## src/rtl/arb_banco_pkg.sv

```systemverilog
// Shared types for the round-robin bank write arbiter.
package arb_banco_pkg;

   typedef enum logic [1:0] {IDLE, GRANT, ACK} arb_state_t;

   // Index width; kept at least 1 bit so small N still yields a legal vector.
   function automatic int idx_w(input int n);
      return (n < 2) ? 1 : $clog2(n);
   endfunction

endpackage

```

## src/rtl/arbitro_banco_rr_sel.sv

```systemverilog
// Round-robin pick: first set req bit scanning ptr, ptr+1, ... with wrap.
module rr_selector
   import arb_banco_pkg::*;
#(
   parameter int N  = 4,
   parameter int IW = idx_w(N)
) (
   input  logic [N-1:0]  req,
   input  logic [IW-1:0] ptr,
   output logic          valid,
   output logic [IW-1:0] idx
);

   int p;

   // Scan from the far end back towards ptr so the closest hit wins;
   // wrap by compare so N need not be a power of 2.
   always_comb begin
      valid = 1'b0;
      idx   = '0;
      p     = 0;
      for (int j = N-1; j >= 0; j--) begin
         p = int'(ptr) + j;
         if (p >= N) p = p - N;
         if (req[p]) begin
            valid = 1'b1;
            idx   = IW'(p);
         end
      end
   end

endmodule

```

## src/rtl/banco_registros.sv

```systemverilog
// Shared K-bit state register; captures D on every edge, no enable.
module BancoRegistros #(
   parameter int k = 12
) (
   input  logic         CLK,
   input  logic         Reset,
   input  logic [k-1:0] D,
   output logic [k-1:0] Q
);

   always_ff @(posedge CLK or posedge Reset) begin
      if (Reset) Q <= '0;
      else       Q <= D;
   end

endmodule

```

## src/rtl/arbitro_banco_rr.sv

```systemverilog
// Round-robin write arbiter/sequencer owning the shared register bank.
module arbitro_banco_rr
   import arb_banco_pkg::*;
#(
   parameter int N = 4,
   parameter int K = 12
) (
   input  logic                  CLK,
   input  logic                  Reset,
   input  logic [N-1:0]          req,
   input  logic [N*K-1:0]        wdata,
   output logic [N-1:0]          gnt,
   output logic [N-1:0]          ack,
   output logic [idx_w(N)-1:0]   gnt_idx,
   output logic                  busy,
   output logic [K-1:0]          Q
);

   localparam int IW = idx_w(N);

   arb_state_t    state, state_nxt;
   logic [IW-1:0] ptr, ptr_nxt, idx_nxt, sel_idx;
   logic [N-1:0]  gnt_nxt, ack_nxt;
   logic          sel_valid;
   logic [K-1:0]  d;
   logic [K-1:0]  wd [N];

   for (genvar g = 0; g < N; g++) begin : g_wd
      assign wd[g] = wdata[g*K +: K];
   end

   rr_selector #(.N(N), .IW(IW)) u_sel (
      .req   (req),
      .ptr   (ptr),
      .valid (sel_valid),
      .idx   (sel_idx)
   );

   // Bank has no enable: recirculate Q except during the committing cycle.
   assign d = (state == GRANT) ? wd[gnt_idx] : Q;

   BancoRegistros #(.k(K)) u_banco (
      .CLK   (CLK),
      .Reset (Reset),
      .D     (d),
      .Q     (Q)
   );

   always_ff @(posedge CLK or posedge Reset) begin
      if (Reset) begin
         state   <= IDLE;
         gnt     <= '0;
         ack     <= '0;
         gnt_idx <= '0;
         ptr     <= '0;
      end else begin
         state   <= state_nxt;
         gnt     <= gnt_nxt;
         ack     <= ack_nxt;
         gnt_idx <= idx_nxt;
         ptr     <= ptr_nxt;
      end
   end

   always_comb begin
      state_nxt = state;
      case (state)
         IDLE:    if (sel_valid) state_nxt = GRANT;
         GRANT:   state_nxt = ACK;
         ACK:     state_nxt = IDLE;
         default: state_nxt = IDLE;
      endcase
   end

   always_comb begin
      gnt_nxt = gnt;
      ack_nxt = '0;
      idx_nxt = gnt_idx;
      ptr_nxt = ptr;
      case (state)
         IDLE: if (sel_valid) begin
            gnt_nxt          = '0;
            gnt_nxt[sel_idx] = 1'b1;
            idx_nxt          = sel_idx;
            ptr_nxt          = (sel_idx == IW'(N-1)) ? '0 : sel_idx + IW'(1);
         end
         GRANT:   ack_nxt = gnt;
         ACK:     gnt_nxt = '0;
         default: gnt_nxt = '0;
      endcase
   end

   assign busy = (state != IDLE);

endmodule

```

## config.mk

```make
export PLATFORM = sky130hd
export DESIGN_NAME = arbitro_banco_rr
export DESIGN_NICKNAME = d
export VERILOG_FILES = /design/src/rtl/arb_banco_pkg.sv /design/src/rtl/arbitro_banco_rr_sel.sv /design/src/rtl/banco_registros.sv /design/src/rtl/arbitro_banco_rr.sv
export SDC_FILE = /design/constraint.sdc
export NUM_CORES = 1
export LEC_CHECK = 0
export BUFFER_PORTS_ARGS = -buffer_cell sky130_fd_sc_hd__buf_2
export CORE_ASPECT_RATIO = 0.9
export CORE_MARGIN = 3
export CORE_UTILIZATION = 23
export DETAILED_ROUTE_END_ITERATION = 12
export HOLD_SLACK_MARGIN = 0.08
export PLACE_DENSITY = 0.48
export SETUP_SLACK_MARGIN = 0.3
export SLEW_MARGIN = 5
export SYNTH_ARGS = -nofsm -noshare
export SYNTH_HDL_FRONTEND = slang
export SYNTH_SLANG_ARGS = --single-unit
```

## constraint.sdc

```tcl
create_clock -name CLK -period 1.9 [get_ports CLK]
set_clock_uncertainty 0.2 [all_clocks]
set_input_delay 0.38 -clock CLK [delete_from_list [all_inputs] [get_ports CLK]]
set_output_delay 0.38 -clock CLK [all_outputs]
set_load 0.02 [all_outputs]
```

==> flow_summary.toml, run 1 <==
[timing]
clock.fmax_mhz = 590
worst_slew_pin_slew_ns = 0.559
hold_ws_ns = 0.307
slew_headroom_pct = 62.7
fin_ws_ns = 0.204
min_period_over_period_pct = 89.3
rsz0062_at_grt = "yes"
period_minus_slack_ns = 1.70
setup_viol = 0
finalSetupTns_ns = 0
finalMaxSlewViolations = 0
finalHoldViolCount = 0

[logic_synthesis]
synth_top_area_share_pct = 45.1
synth_xor_area_share_pct = 0
synth-compound-area-share_pct = 5.55
synthMuxAreaShare_pct = 33.3
ys_types = 26
yosysWarningCount = 0
synth_area_sq_um = 1440
synth-main-ff-cell = "dfrtp_1"
synth_edf_count = 0
avgSynthCellArea_sq_um = 14.4
synth_adder_area_share_pct = 3.47
yosys.area_share.simple_pct = 9.63
synth_most_common_cell = "dfrtp_1"
seq_area_frac_synth_pct = 45.1
syn-num-nets = 158
synth_area_leaders = "dfrtp_1, mux4_2, mux2_4, mux4_1, ha_1"
async_flop_share_pct = 100
synth_area_leader_cell = "dfrtp_1"
netlist_instances = 100
synth_top_family_by_area = "multiplexers"
ys_top_cells_by_count = "dfrtp_1, mux2_4, mux4_2"
ys_seq_elements = 26

[final_layout]
fin_util_pct = 38.0
fin_area_sq_um = 2230
num_antenna_cells = 0
syn_to_final_growth_pct = 54.9
nets = 256
fin_cells = 281
layout-drive-gt1-share_pct = 76.1

[route]
drc = 0
ant_nets = 0
dr.pass1.iters = 4
via_per_inst = 4.17
wl_per_cell_microns = 14.7
finalWirelength_microns = 4140
drt-initial-drc-count = 47
route.vias.total = 1171

[status]
status = "complete, no violations"

[grt]
grt_max_degree = 15
grt_overflow_total = 0
grt_pass1_wl_microns = 6120
antenna_found_initial = 0
gr-usage-all-layers_pct = 11.3
grt_pass1_vias = 1183

[placed_design]
placed_cells = 262
placed_area_sq_um = 1970
hpwl_microns = 3020
preCtsSetupSlack_ns = 0.0470
io_buffer_count = 76
gp_congestion = 0.714

[power_and_ir_drop]
power.total_mw = 3.61
power_density_nw_per_um2 = 1620
seq_power_share_pct = 27.7
p_sw_mw = 1.37
swShare_pct = 37.8
leakage_nw = 1.08
combPwrFrac_pct = 63.4
p_int_mw = 2.25
vdd_drop_max_v = 0.000562
p_clk_share_pct = 8.9

[hold_path]
hold_path.class = "reg2reg"
min_path_cells = 1
min_to = "ack[2]"
hold_start = "gnt[2]"

[floorplan]
die_w_microns = 89.5
start_util_pct = 24.5
rows = 26
die-height_microns = 81.1
coreArea_sq_um = 5890
ios = 77
die_area_sq_um = 7260

[clock_network]
clock_latency_ns = 0.27
clk_pin_slew_ns = 0.10
cts_buffers = 3
cts_root_buffer = "clkbuf_8"
cts.path.max_buffers = 2
cts_sinks = 26
cts_tree = "built"
cts_max_level = 1

[setup_path]
reg2reg_depth = 5
r2r-end = "ptr[0]"
arrival_ns = 1.68
critPathKind = "reg2reg"
path_max_fanout = 4
cpPeakStageDelay_ns = 0.43
timing.rr.start = "ptr[0]"
r2r_slack_ns = 0.20
path_buf_inv = 0
critPathRequiredTime_ns = 1.88
end_kind = "flop"
crit_path_cell_trace = "nand2b_4 -> nor2b_4 -> o32a_1 -> ha_2 -> o31ai_1"
slowest_stage = "dfrtp_1"
critPathTopFamily = "compound AO/OA/AOI/OAI gates"
start_kind = "flop"

[job]
maxCapViolations = 0
[worst max-delay path by stage]
stage	from	endpoint	slack [ns]	depth (start not counted)
2_1_floorplan	gnt_idx[0]	u_banco.Q[0]	0.20	3
3_3_place_gp	gnt_idx[0]	u_banco.Q[11]	0.06	2
3_5_place_dp	gnt_idx[0]	u_banco.Q[9]	0.05	2
4_1_cts	gnt_idx[0]	u_banco.Q[1]	0.22	3
5_1_grt	ptr[0]	gnt[2]	0.16	7
6_report	ptr[0]	ptr[0]	0.20	5
[cells by family after synthesis]
| family | Yosys count |
|---|---|
| multiplexers | 26 |
| AND/OR/NAND/NOR | 22 |
| buffers and inverters | 8 |
| adder cells (fa/ha/maj) | 4 |
| flip-flops | 26 |
| AO/OA/AOI/OAI | 14 |
[area by class of cell]
class	count	area, sq um
repair buffers	97	586
flip-flops and latches	26	661
well taps	84	105
inverters	4	17.5
clock buffers	4	45.0
fillers	578	3650
multi-input cells	66	821
[layout by cell type, fill, tap and decap left out]
cell type,netlist,final
a21oi_1,6,1
a21oi_2,0,5
and2_1,4,4
buf_12,0,2
buf_2,1,74
buf_4,1,17
buf_6,1,2
buf_8,0,1
clkbuf_1,0,1
clkbuf_8,0,3
dfrtp_1,26,22
dfrtp_2,0,2
dfrtp_4,0,2
dlygate4sd3_1,0,1
ha_2,0,3
ha_4,0,1
inv_1,3,1
inv_2,1,2
inv_4,0,1
mux2_4,11,14
mux4_2,9,12
nand2_1,6,6
nand2b_1,2,1
nand2b_4,0,1
nor2_1,2,2
nor2b_1,4,1
nor2b_2,0,2
nor2b_4,0,1
nor3_4,0,1
nor4_4,1,1
o21a_1,1,1
o21ai_0,5,4
o21ai_2,0,1
o31ai_1,1,1
o32a_1,1,1
or2_4,1,2
[registers in the layout, indices dropped and copies added (netlist names)]
name       cells
u_banco.Q     12
ack            4
gnt            4
gnt_idx        2
ptr            2
state          2
[worst register-to-register path: stages (launching register included)]
cell	delay (ns)
dfrtp_1	0.43
nand2b_4	0.17
nor2b_4	0.12
o32a_1	0.23
ha_2	0.23
o31ai_1	0.24
[what timing repair did]
item                                    in CTS  in global routing
cloned                                       0                  0
pin swaps                                    4                  3
endpoints found under the hold margin       12                  0
buffers inserted                            10                  4
resized for setup                           22                 10
endpoints found under the setup margin      23                 23
hold buffers                                 1                  0
[per-layer routing]
layer  up-vias  track usage, %  routed length (microns)
li1        561               -                        -
met1       572            15.1                     1750
met5         -               0                        0
met4         0            3.13                       28
met2        36            18.9                     2150
met3         2            1.72                      204
[power by group through the flow]
| stage | combinational, mW | clock (mW) | sequential, mW |
|---|---|---|---|
| 2_1_floorplan | 1.09 | 0 | 1.25 |
| 3_3_place_gp | 1.67 | 0 | 1.14 |
| 3_5_place_dp | 1.69 | 0 | 1.13 |
| 4_1_cts | 2.13 | 0.340 | 1.05 |
| 5_1_grt | 2.45 | 0.379 | 1.04 |
| 6_report | 2.29 | 0.322 | 1.00 |
No activity file was read; power rests on OpenSTA's default activity.
==> run 2: changes to the inputs <==
RECOVER_POWER = 25   (was not set)
==> flow_summary.toml, run 2 (synthesized netlist as in run 1, its figures left out) <==
[status]
status = "complete, no violations"

[hold_path]
hold_start = "gnt[2]"
hold_path.class = "reg2reg"

[setup_path]
critPathTopFamily = "simple AND/OR/NAND/NOR gates"
cpPeakStageDelay_ns = 0.43
worstSetupStartpoint = "state[1]"
crit_path_cell_trace = "or2_4 -> or2_0 -> inv_4 -> mux2_4"
slowest_stage = "dfrtp_2"
critPathKind = "reg2reg"
critPathRequiredTime_ns = 1.85
arrival_ns = 1.66
path_buf_inv = 1
path_max_fanout = 4
timing.rr.start = "state[1]"
end_kind = "flop"
start_kind = "flop"

[power_and_ir_drop]
leakage_nw = 1.07
power_density_nw_per_um2 = 1610
vdd_drop_max_v = 0.000560

[clock_network]
cts_tree = "built"
clock_latency_ns = 0.27
clk_pin_slew_ns = 0.10
cts_root_buffer = "clkbuf_8"
cts_sinks = 26
cts_max_level = 1
cts_buffers = 3
cts.path.max_buffers = 2

[route]
dr.pass1.iters = 4
route.vias.total = 1171
finalWirelength_microns = 4140
wl_per_cell_microns = 14.7
ant_nets = 0
via_per_inst = 4.17
drc = 0
drt-initial-drc-count = 47

[placed_design]
io_buffer_count = 76
preCtsSetupSlack_ns = 0.0470
hpwl_microns = 3020
gp_congestion = 0.714

[grt]
gr-usage-all-layers_pct = 11.3
grt_pass1_vias = 1183
antenna_found_initial = 0
grt_pass1_wl_microns = 6120
grt_max_degree = 15
grt_overflow_total = 0

[floorplan]
die_area_sq_um = 7260
start_util_pct = 24.5
die_w_microns = 89.5
ios = 77
die-height_microns = 81.1
rows = 26
coreArea_sq_um = 5890

[final_layout]
nets = 256
layout-drive-gt1-share_pct = 73.6
seqCellArea_sq_um = 661
syn_to_final_growth_pct = 54.1
reg_top3 = "u_banco.Q (12), ack (4), gnt (4)"
regMostFlops = "u_banco.Q"
multiInputGateArea_sq_um = 816
largest_reg_flops = 12
mostFrequentLayoutCells = "buf_2, dfrtp_1, buf_4, mux2_4, mux4_2"
fin_util_pct = 37.8
layout.cells.most_common = "buf_2"
fillerInstances = 579
num_antenna_cells = 0

[timing]
finalMaxSlewViolations = 0
clock.fmax_mhz = 585
min_period_over_period_pct = 90.0
fin_ws_ns = 0.191
period_minus_slack_ns = 1.71
finalSetupTns_ns = 0
rsz0062_at_grt = "yes"
worst_slew_pin_slew_ns = 0.559
setup_viol = 0
slew_headroom_pct = 62.7
finalHoldViolCount = 0

[job]
maxCapViolations = 0
run 2: changes by cell type in the layout (fill, tap and decap cells not counted):
cell and change:
buf_4 -1, buf_2 -2, clkbuf_1 +3, nor2b_1 +1, nor2b_2 -1, or2_4 -1
or2_0 +1
run 2: final cells by class:
cell class                 instances  share of cell area [%]
timing repair buffer              97                    26.1
multi-input combinational         66                    36.7
tap                               84                    4.73
inverter                           4                   0.788
clock buffer                       4                    2.03
sequential                        26                    29.7
run 2: path summary, 6_finish.rpt:
kind	end	slack (ns)	depth (start not counted)
setup / recovery	gnt_idx[1]	0.19	4
hold / removal	ack[2]	0.31	1
setup reg to reg	gnt_idx[1]	0.19	4
hold reg to reg	ack[2]	0.31	1
max in group asynchronous	u_banco.Q[3]	0.43	4
min in group asynchronous	ack[1]	0.51	3
run 2: power by group:
group          switching, mW  internal, mW
clock network          0.172         0.150
logic                   1.02          1.24
registers              0.170         0.831
run 2: layer usage:
| layer | global-route usage (%) | part of all wire (%) | vias to the layer above |
|---|---|---|---|
| li1 | - | - | 561 |
| met1 | 15.1 | 42 | 572 |
| met2 | 18.9 | 52 | 36 |
| met3 | 1.72 | 4.9 | 2 |
| met4 | 3.13 | 0.68 | 0 |
| met5 | 0 | 0 | - |
run 2: worst reg2reg max path, cell delays in order (launching register included):
cell     delay [ns]
dfrtp_2        0.43
or2_4          0.26
or2_0          0.31
inv_4          0.12
mux2_4         0.29
run 2: stage by stage:
step | area [sq um] | total power, mW | hold slack [ns] | std cells
floorplan | 1470 | 2.34 | 0.220 | 100
global placement | 1970 | 2.81 | 0.255 | 262
detailed placement | 1970 | 2.82 | 0.254 | 262
CTS | 2160 | 3.52 | 0.306 | 277
global route | 2220 | 3.84 | 0.335 | 281
finish | 2220 | 3.58 | 0.307 | 281
run 2: repair_timing:
item / CTS / global route
endpoints found under the hold margin: 12 / 0
hold buffers: 1 / 0
setup buffers: 10 / 4
pin swaps: 4 / 3
gates cloned: 0 / 0
resized for setup: 22 / 10
endpoints found under the setup margin: 23 / 23
